$ cat src/rtl/uart_send_fifo_pkg.sv
// Shared types for the buffered UART transmitter.
// Holds the frame FSM state encoding and the parity mode codes.
package uart_send_fifo_pkg;

   typedef enum logic [2:0] {
      IDLE,
      START,
      DATA,
      PAR,
      STOP
   } UART_STATE_TYPE;

   localparam int PARITY_NONE = 0;
   localparam int PARITY_EVEN = 1;
   localparam int PARITY_ODD  = 2;

   // Parity bit for a data word under the given mode.
   function automatic logic parity_bit(input logic x, input int mode);
      return x ^ (mode == PARITY_ODD);
   endfunction

endpackage

$ cat src/rtl/uart_send_fifo_sync_fifo.sv
// First-word-fall-through synchronous FIFO.
// Ports: CLOCK, RESET (sync, active-high), push/din in, pop in, dout = head word,
// level = occupancy 0..DEPTH.
module sync_fifo #(
   parameter int WIDTH = 8,
   parameter int DEPTH = 4
) (
   input  logic                     CLOCK,
   input  logic                     RESET,
   input  logic                     push,
   input  logic                     pop,
   input  logic [WIDTH-1:0]         din,
   output logic [WIDTH-1:0]         dout,
   output logic [$clog2(DEPTH):0]   level
);

   localparam int AW = $clog2(DEPTH);

   logic [WIDTH-1:0] mem [DEPTH];
   logic [AW-1:0]    wptr;
   logic [AW-1:0]    rptr;

   // Pointers are exactly AW bits wide, so they wrap modulo DEPTH.
   always_ff @(posedge CLOCK) begin
      if (RESET) begin
         wptr  <= '0;
         rptr  <= '0;
         level <= '0;
      end else begin
         if (push)
            wptr <= wptr + 1'b1;
         if (pop)
            rptr <= rptr + 1'b1;
         if (push && !pop)
            level <= level + 1'b1;
         else if (pop && !push)
            level <= level - 1'b1;
      end
   end

   always_ff @(posedge CLOCK) begin
      if (push)
         mem[wptr] <= din;
   end

   assign dout = mem[rptr];

endmodule

$ cat src/rtl/uart_send_fifo.sv
// UART transmitter with a DEPTH-entry write buffer; frames stream back-to-back.
// Ports: CLOCK, RESET (sync, active-high), wr_data/wr_valid/wr_ready write port,
// UART_TX registered serial line (idle high), busy, level (FIFO occupancy).
module uart_send_fifo
   import uart_send_fifo_pkg::*;
#(
   parameter int DATA_W    = 8,
   parameter int WTIME     = 10,
   parameter int DEPTH     = 4,
   parameter int PARITY    = 0,
   parameter int STOP_BITS = 1
) (
   input  logic                     CLOCK,
   input  logic                     RESET,
   input  logic [DATA_W-1:0]        wr_data,
   input  logic                     wr_valid,
   output logic                     wr_ready,
   output logic                     UART_TX,
   output logic                     busy,
   output logic [$clog2(DEPTH):0]   level
);

   localparam int LW = $clog2(DEPTH) + 1;
   localparam int TW = $clog2(WTIME);
   localparam int CW = $clog2(DATA_W);

   if (DATA_W < 5 || DATA_W > 9) begin : g_bad_data_w
      $error("uart_send_fifo: DATA_W must be 5..9");
   end
   if (WTIME < 2) begin : g_bad_wtime
      $error("uart_send_fifo: WTIME must be >= 2");
   end
   if (DEPTH < 2 || (DEPTH & (DEPTH - 1)) != 0) begin : g_bad_depth
      $error("uart_send_fifo: DEPTH must be a power of two >= 2");
   end
   if (PARITY < 0 || PARITY > 2) begin : g_bad_parity
      $error("uart_send_fifo: PARITY must be 0, 1 or 2");
   end
   if (STOP_BITS < 1 || STOP_BITS > 2) begin : g_bad_stop
      $error("uart_send_fifo: STOP_BITS must be 1 or 2");
   end

   UART_STATE_TYPE    state, state_n;
   logic [TW-1:0]     timer, timer_n;
   logic [CW-1:0]     bitcnt, bitcnt_n;
   logic [DATA_W-1:0] shreg, shreg_n;
   logic              par, par_n;
   logic              tx, tx_n;
   logic              push, pop, load, last, has_data;
   logic [DATA_W-1:0] dout;

   assign has_data = (level != '0);
   assign wr_ready = (level != LW'(DEPTH));
   assign push     = wr_valid && wr_ready;
   assign last     = (timer == TW'(WTIME - 1));
   assign busy     = (state != IDLE) || has_data;
   assign UART_TX  = tx;
   assign pop      = load;

   sync_fifo #(
      .WIDTH (DATA_W),
      .DEPTH (DEPTH)
   ) u_fifo (
      .CLOCK (CLOCK),
      .RESET (RESET),
      .push  (push),
      .pop   (pop),
      .din   (wr_data),
      .dout  (dout),
      .level (level)
   );

   always_ff @(posedge CLOCK) begin
      if (RESET) begin
         state  <= IDLE;
         timer  <= '0;
         bitcnt <= '0;
         shreg  <= '0;
         par    <= 1'b0;
         tx     <= 1'b1;
      end else begin
         state  <= state_n;
         timer  <= timer_n;
         bitcnt <= bitcnt_n;
         shreg  <= shreg_n;
         par    <= par_n;
         tx     <= tx_n;
      end
   end

   always_comb begin
      state_n  = state;
      timer_n  = timer;
      bitcnt_n = bitcnt;
      shreg_n  = shreg;
      par_n    = par;
      tx_n     = tx;
      load     = 1'b0;

      if (state != IDLE)
         timer_n = last ? '0 : timer + 1'b1;

      unique case (state)
         IDLE: begin
            tx_n = 1'b1;
            if (has_data)
               load = 1'b1;
         end
         START: begin
            if (last) begin
               state_n  = DATA;
               tx_n     = shreg[0];
               bitcnt_n = '0;
            end
         end
         DATA: begin
            if (last) begin
               if (bitcnt == CW'(DATA_W - 1)) begin
                  if (PARITY != PARITY_NONE) begin
                     state_n = PAR;
                     tx_n    = par;
                  end else begin
                     state_n  = STOP;
                     tx_n     = 1'b1;
                     bitcnt_n = '0;
                  end
               end else begin
                  // The shifter keeps the current bit at [0]; the next one is [1].
                  bitcnt_n = bitcnt + 1'b1;
                  shreg_n  = shreg >> 1;
                  tx_n     = shreg[1];
               end
            end
         end
         PAR: begin
            if (last) begin
               state_n  = STOP;
               tx_n     = 1'b1;
               bitcnt_n = '0;
            end
         end
         STOP: begin
            if (last) begin
               if (bitcnt == CW'(STOP_BITS - 1)) begin
                  // Chain straight into the next start bit when work is queued.
                  if (has_data) begin
                     load = 1'b1;
                  end else begin
                     state_n = IDLE;
                     tx_n    = 1'b1;
                  end
               end else begin
                  bitcnt_n = bitcnt + 1'b1;
               end
            end
         end
         default: begin
            state_n = IDLE;
            tx_n    = 1'b1;
         end
      endcase

      if (load) begin
         state_n = START;
         timer_n = '0;
         shreg_n = dout;
         par_n   = parity_bit(^dout, PARITY);
         tx_n    = 1'b0;
      end
   end

endmodule

$ cat config.mk
export PLATFORM = sky130hd
export DESIGN_NAME = uart_send_fifo
export DESIGN_NICKNAME = d
export VERILOG_FILES = /design/src/rtl/uart_send_fifo_pkg.sv /design/src/rtl/uart_send_fifo_sync_fifo.sv /design/src/rtl/uart_send_fifo.sv
export SDC_FILE = /design/constraint.sdc
export NUM_CORES = 1
export LEC_CHECK = 0
export ABC_AREA = 1
export BUFFER_PORTS_ARGS = -buffer_cell sky130_fd_sc_hd__buf_2
export CAP_MARGIN = 10
export CELL_PAD_IN_SITES_DETAIL_PLACEMENT = 0
export CELL_PAD_IN_SITES_GLOBAL_PLACEMENT = 1
export CORE_UTILIZATION = 45
export CTS_CLUSTER_DIAMETER = 150
export CTS_CLUSTER_SIZE = 8
export DETAILED_ROUTE_END_ITERATION = 10
export GPL_TIMING_DRIVEN = 0
export PLACE_DENSITY = 0.82
export SLEW_MARGIN = 40
export SYNTH_ARGS = -nofsm -noshare
export SYNTH_HDL_FRONTEND = slang
export SYNTH_SLANG_ARGS = --single-unit
$ cat constraint.sdc
create_clock -name CLOCK -period 3.9 [get_ports CLOCK]
set_clock_uncertainty 0.1 [all_clocks]
set_input_delay 0.585 -clock CLOCK [delete_from_list [all_inputs] [get_ports CLOCK]]
set_output_delay 0.585 -clock CLOCK [all_outputs]
set_load 0.02 [all_outputs]
==> results.toml, run 1 <==
[logic_synthesis]
synth_area_mm2 = 0.00275
ys.warnings.count = 0
synth_ff_type = "edfxtp_1"
seq_area_frac_synth_pct = 55.2
synth_area_per_cell_um2 = 9.00
synth.area.top_cells = "edfxtp_1 (35%), dfxtp_1 (20%), nor2_1 (7.9%), nand2_1 (7.2%), o21ai_0 (4.4%)"
synth-seq-cells = 60
yosys.cell_types.count = 29
synth_most_common_cell = "nor2_1"
syn-num-nets = 326
ys_async_sr_fraction_pct = 0
synth_area_leader_cell = "edfxtp_1"
synth_edf_count = 32
synth_common_cells = "nor2_1 (58), nand2_1 (53), edfxtp_1 (32), inv_1 (32), dfxtp_1 (28)"
synth.top_cell.area_share_pct = 34.9
syn_inst = 306

[drt]
drc = 0
drt_iter0_drc = 98
vias = 1981
antenna_left = 0
dr.pass1.iters = 4
drt-wirelength-per-cell_um = 12.5
drt-vias-per-instance = 4.80
wl_um = 5180

[flow_run]
max_cap_viol_count = 0

[global_routing]
track_usage_pct = 19.0
grt_pass1_vias = 1866
antenna_found_initial = 0
grt_pass1_wl_um = 8930
grt_max_degree = 14
grt_overflow = 0

[placement]
port_buffers = 16
dpl_cell_area_mm2 = 0.00293
hpwlAfterDp_um = 3680
place.gp.congestion = 0.756

[timing]
min_period_over_period_pct = 62.3
finalWorstPathRequiredPeriod_ns = 2.43
setup_viol = 0
finalMaxSlewViolations = 0
tns_ns = 0
relSlewSlack_pct = 45.0
clock.fmax_ghz = 0.412
tightest_slew_ns = 0.823
final-hold-violation-count = 0
rsz0062_at_grt = "false"

[worst_setup_path]
r2r_start = "bitcnt[0]"
critPathBufInv = 2
crit_chain = "inv_1 -> ha_1 -> nand2_1 -> nor2_2 -> nand2_2 -> nand2_4 -> nand2_4 -> ha_1 -> inv_1 -> fa_1 -> a21oi_1 -> o21ai_0 -> o21ai_0 -> a21oi_1"
setup.worst_path.start_class = "flop"
slowest_delay_ns = 0.38
reg2reg_slack_ns = 1.47
required_ns = 4.03
cp-end-kind = "flop"
path_class = "reg2reg"
critPathArrivalTime_ns = 2.56
worst_path_max_delay_cell = "dfxtp_1"
r2r_cells = 14
critPathMaxFanout = 6
cp_top_family = "adder cells"
worstReg2RegEnd = "u_fifo.level[2]"

[finish]
area_growth_pct = 13.8
layout.area.seq_mm2 = 0.00152
postLayoutCellArea_mm2 = 0.00313
antenna_cells = 0
multi_input_area_mm2 = 0.00106
fin_nets = 353
drive_gt1_share_pct = 17.5
final.fill_count = 557

[clock_network]
numCtsBuffers = 9
cts-root-buf = "clkbuf_8"
clkLatencyLatePin_ns = 0.35
cts-resized-gates = 0
cts_htree_levels = 3
cts.sinks = 60
cts_setup_buffers = 0
path_clk_slew_ns = 0.08
max-clock-path-buffers = 2
tritoncts = "done"
cts_hold_buf = 0

[floorplan]
rows = 28
die_y_um = 80.2
die_area_mm2 = 0.00644
io_pins = 17
coreArea_mm2 = 0.00592
die_w_um = 80.2
start_util_pct = 46.5

[power_and_ir_drop]
leakagePower_nw = 1.27
powerDensity_mw_per_mm2 = 704
vdd_drop_max_mv = 0.389
finalPower_mw = 2.20

[worst_hold_path]
holdPathEnd = "u_fifo.mem[2][6]"
min-delay-start = "wr_data[6]"
min_path_type = "in2reg"
hold_path_depth = 1

[status]
status = "completed"
## report_power, final
part | switching [mW] | leakage [nW] | internal (mW)
sequential | 0.0625 | 0.523 | 0.792
combinational | 0.508 | 0.650 | 0.260
clock | 0.278 | 0.0984 | 0.304
total | 0.849 | 1.27 | 1.36
## registers in the layout, indices dropped and copies added (netlist names), named ones only
| name | cells |
|---|---|
| bitcnt | 3 |
| timer | 4 |
| u_fifo.level | 3 |
| UART_TX | 1 |
| u_fifo.mem | 32 |
| state | 3 |
| shreg | 8 |
| u_fifo.rptr | 2 |
| u_fifo.wptr | 2 |
## area by class of cell
class,count,share of cell area [%]
Inverter,35,4.35
Clock inverter,7,2.63
Multi-Input combinational cell,206,33.8
Buffer,5,1.16
Sequential cell,60,48.5
Clock buffer,9,3.95
Timing Repair Buffer,16,2.55
Tap cell,75,2.99
## layer usage
metal / part of all wire (%) / vias up / track usage [%]
li1: - / 1067 / -
met1: 48 / 883 / 24.7
met2: 48 / 24 / 29.1
met3: 2.9 / 7 / 6.48
met4: 1.4 / 0 / 7.50
met5: 0 / - / 0
## metrics by stage
step	cells	utilization, %	worst slack (ns)	hold WS (ns)
6_report	413	52.9	1.47	0.348
5_1_grt	413	52.9	1.15	0.334
4_1_cts	413	52.9	1.44	0.329
3_5_place_dp	397	49.5	1.47	0.378
3_3_place_gp	397	49.5	1.50	0.368
2_1_floorplan	306	-	1.63	0.351
## worst register-to-register path: stages (launching register included)
cell	delay, ns
dfxtp_1	0.38
inv_1	0.06
ha_1	0.19
nand2_1	0.18
nor2_2	0.08
nand2_2	0.08
nand2_4	0.07
nand2_4	0.10
ha_1	0.16
inv_1	0.07
fa_1	0.38
a21oi_1	0.14
o21ai_0	0.11
o21ai_0	0.17
a21oi_1	0.05
## worst max path at each step
| stage | startpoint | endpoint | slack (ns) | cells past startpoint |
|---|---|---|---|---|
| after floorplan | u_fifo.level[0] | u_fifo.level[2] | 1.63 | 11 |
| after CTS | bitcnt[0] | u_fifo.level[2] | 1.44 | 14 |
| final | bitcnt[0] | u_fifo.level[2] | 1.47 | 14 |
| after detailed placement | bitcnt[0] | u_fifo.level[2] | 1.47 | 14 |
| after global placement | bitcnt[0] | u_fifo.level[2] | 1.50 | 14 |
| after global routing | bitcnt[0] | u_fifo.level[2] | 1.15 | 14 |
## cells in the final DEF (no fill, tap or decap), types with 2 or more instances in the layout
cell type / instances
nand3_2: 2
inv_1: 32
dfxtp_1: 28
nand2_1: 53
o211ai_1: 2
nand4_1: 7
a21oi_1: 15
ha_1: 8
nand3_1: 10
clkinvlp_4: 2
o21ai_0: 24
edfxtp_1: 32
nand2_4: 4
nor2_1: 58
o21ai_2: 2
nand2_2: 7
clkinv_4: 2
buf_2: 18
buf_4: 2
inv_6: 2
nor2_4: 2
clkbuf_8: 9
o22ai_1: 4
nor2_2: 3
## kinds of logic after synthesis
kind of cell | synth area share [%]
flip-flops | 55.2
AO/OA/AOI/OAI | 9.36
AND/OR/NAND/NOR | 24.4
buffers and inverters | 6.27
adder cells (fa/ha/maj) | 4.36
XOR/XNOR | 0.318
No activity file was read; power rests on OpenSTA's default activity.
==> run 2: changes to the inputs <==
Settings changed: CORE_UTILIZATION 45 to 42, PLACE_DENSITY 0.82 to 0.8.
Clock period 3.9 ns to 2.2 ns, I/O delays scaled along.
==> results.toml, run 2 (synthesis gave the netlist of run 1 again) <==
[timing]
relSlewSlack_pct = 47.4
finalWorstPathRequiredPeriod_ns = 2.09
setup_viol = 0
min_period_over_period_pct = 94.9
holdWs_ns = 0.0996
finalMaxSlewViolations = 0
final-hold-violation-count = 0
tns_ns = 0
clock.fmax_ghz = 0.479
tightest_slew_ns = 0.786

[placement]
placed_cells = 399
place.gp.congestion = 0.735
hpwlAfterDp_um = 3660
port_buffers = 16

[floorplan]
rows = 29
die_y_um = 83.0
coreArea_mm2 = 0.00635
io_pins = 17
start_util_pct = 43.4
die_w_um = 83.0
die_area_mm2 = 0.00688

[finish]
layout.area.seq_mm2 = 0.00153
mostFrequentLayoutCells = "nor2_1 (55), nand2_1 (51), edfxtp_1 (32)"
drive_gt1_share_pct = 22.8
reg_top3 = "u_fifo.mem x32, shreg x8, timer x4"
area_growth_pct = 17.3
fin_nets = 357
largest_reg_flops = 32
fin_util_pct = 50.9
multi_input_area_mm2 = 0.00110
mostFrequentLayoutCell = "nor2_1"
max_flop_register = "u_fifo.mem"
final.fill_count = 601
instances_no_fill = 419
antenna_cells = 0

[global_routing]
grt_max_degree = 13
grt_pass1_wl_um = 8800
grt_overflow = 0
antenna_found_initial = 0
grt_pass1_vias = 1883
track_usage_pct = 16.6

[power_and_ir_drop]
p_int_mw = 2.58
power_switching_mw = 1.54
vdd_drop_max_mv = 0.555
pwr-share-clk_pct = 27.1
finalPower_mw = 4.12
powerDensity_mw_per_mm2 = 1270
seqPwrFrac_pct = 37.0
swShare_pct = 37.4
p_comb_share_pct = 35.9
leakagePower_nw = 1.30

[clock_network]
tritoncts = "done"
cts-root-buf = "clkbuf_8"
max-clock-path-buffers = 2
cts.sinks = 60
path_clk_slew_ns = 0.07
cts_htree_levels = 3
clkLatencyLatePin_ns = 0.34
cts_hold_buf = 0
numCtsBuffers = 9

[worst_setup_path]
required_ns = 2.33
path_class = "reg2reg"
setup.worst_path.start_class = "flop"
critPathArrivalTime_ns = 2.22
critPathMaxFanout = 4
cp-end-kind = "flop"

[drt]
drc = 0
drt-vias-per-instance = 4.91
drt_iter0_drc = 80
drt-wirelength-per-cell_um = 12.7
vias = 2058
antenna_left = 0
wl_um = 5320
dr.pass1.iters = 6

[worst_hold_path]
min_path_type = "in2reg"

[status]
status = "completed"

[flow_run]
max_cap_viol_count = 0
==> run 2: cell count changes in the layout (fill, tap and decap cells not counted), moves of 2 or more <==
cell,change
dfxtp_2,+4
nand2_1,-2
dfxtp_1,-4
nand2_2,+2
buf_4,+4
o21ai_0,-2
nor2_1,-3
nor2_2,+2
ha_1,-2
==> run 2: cell type report <==
class / count / area share [%]
sequential: 60 / 47.3
multi-input combinational: 206 / 34.1
inverter: 35 / 4.22
clock buffer: 9 / 3.83
timing repair buffer: 20 / 3.41
clock inverter: 7 / 3.06
tap: 77 / 2.98
buffer: 5 / 1.12
==> run 2: final timing paths <==
path	depth (start not counted)	to	start	slack (ns)
hold reg to reg	2	UART_TX	UART_TX	0.38
setup reg to reg	14	u_fifo.level[2]	bitcnt[0]	0.11
hold / removal	1	u_fifo.mem[2][2]	wr_data[2]	0.1
setup / recovery	14	u_fifo.level[2]	bitcnt[0]	0.11
==> run 2: metal layers <==
layer	GRT usage (%)	share of wire (%)	vias to the layer above
met5	0	0	-
met2	26.5	47	37
li1	-	-	1069
met4	7.05	1.5	0
met1	20.9	48	946
met3	5.07	3.4	6
==> run 2: metrics by stage <==
step / worst slack [ns] / area [um^2]
CTS: 0.0320 / 3170
finish: 0.111 / 3230
floorplan: 0.0265 / 2760
global placement: -0.192 / 2930
global route: -0.0313 / 3230
detailed placement: -0.212 / 2930
==> run 2: power groups by stage <==
stage	registers, mW	clock network (mW)	logic, mW
after global routing	1.55	1.17	1.68
after floorplan	1.56	0	1.02
after detailed placement	1.55	0	1.38
after global placement	1.54	0	1.36
final	1.52	1.12	1.48
after CTS	1.52	1.13	1.41
==> run 2: what timing repair did <==
item / 4_1_cts / 5_1_grt
gates cloned: 0 / 0
pin swaps: 1 / 5
setup buffers: 2 / 2
resized for setup: 4 / 11
endpoints found under the setup margin: 2 / 2
==> run 2: worst max-delay path, stage by stage (launching register included) <==
cell	delay (ns)
dfxtp_2	0.35
inv_1	0.05
ha_2	0.17
nand2_2	0.10
nor2_4	0.05
nand2_2	0.08
nand2_4	0.06
nand2_4	0.07
ha_4	0.12
inv_2	0.05
fa_2	0.37
a21oi_2	0.14
o21ai_2	0.07
o21ai_1	0.12
a21oi_1	0.05
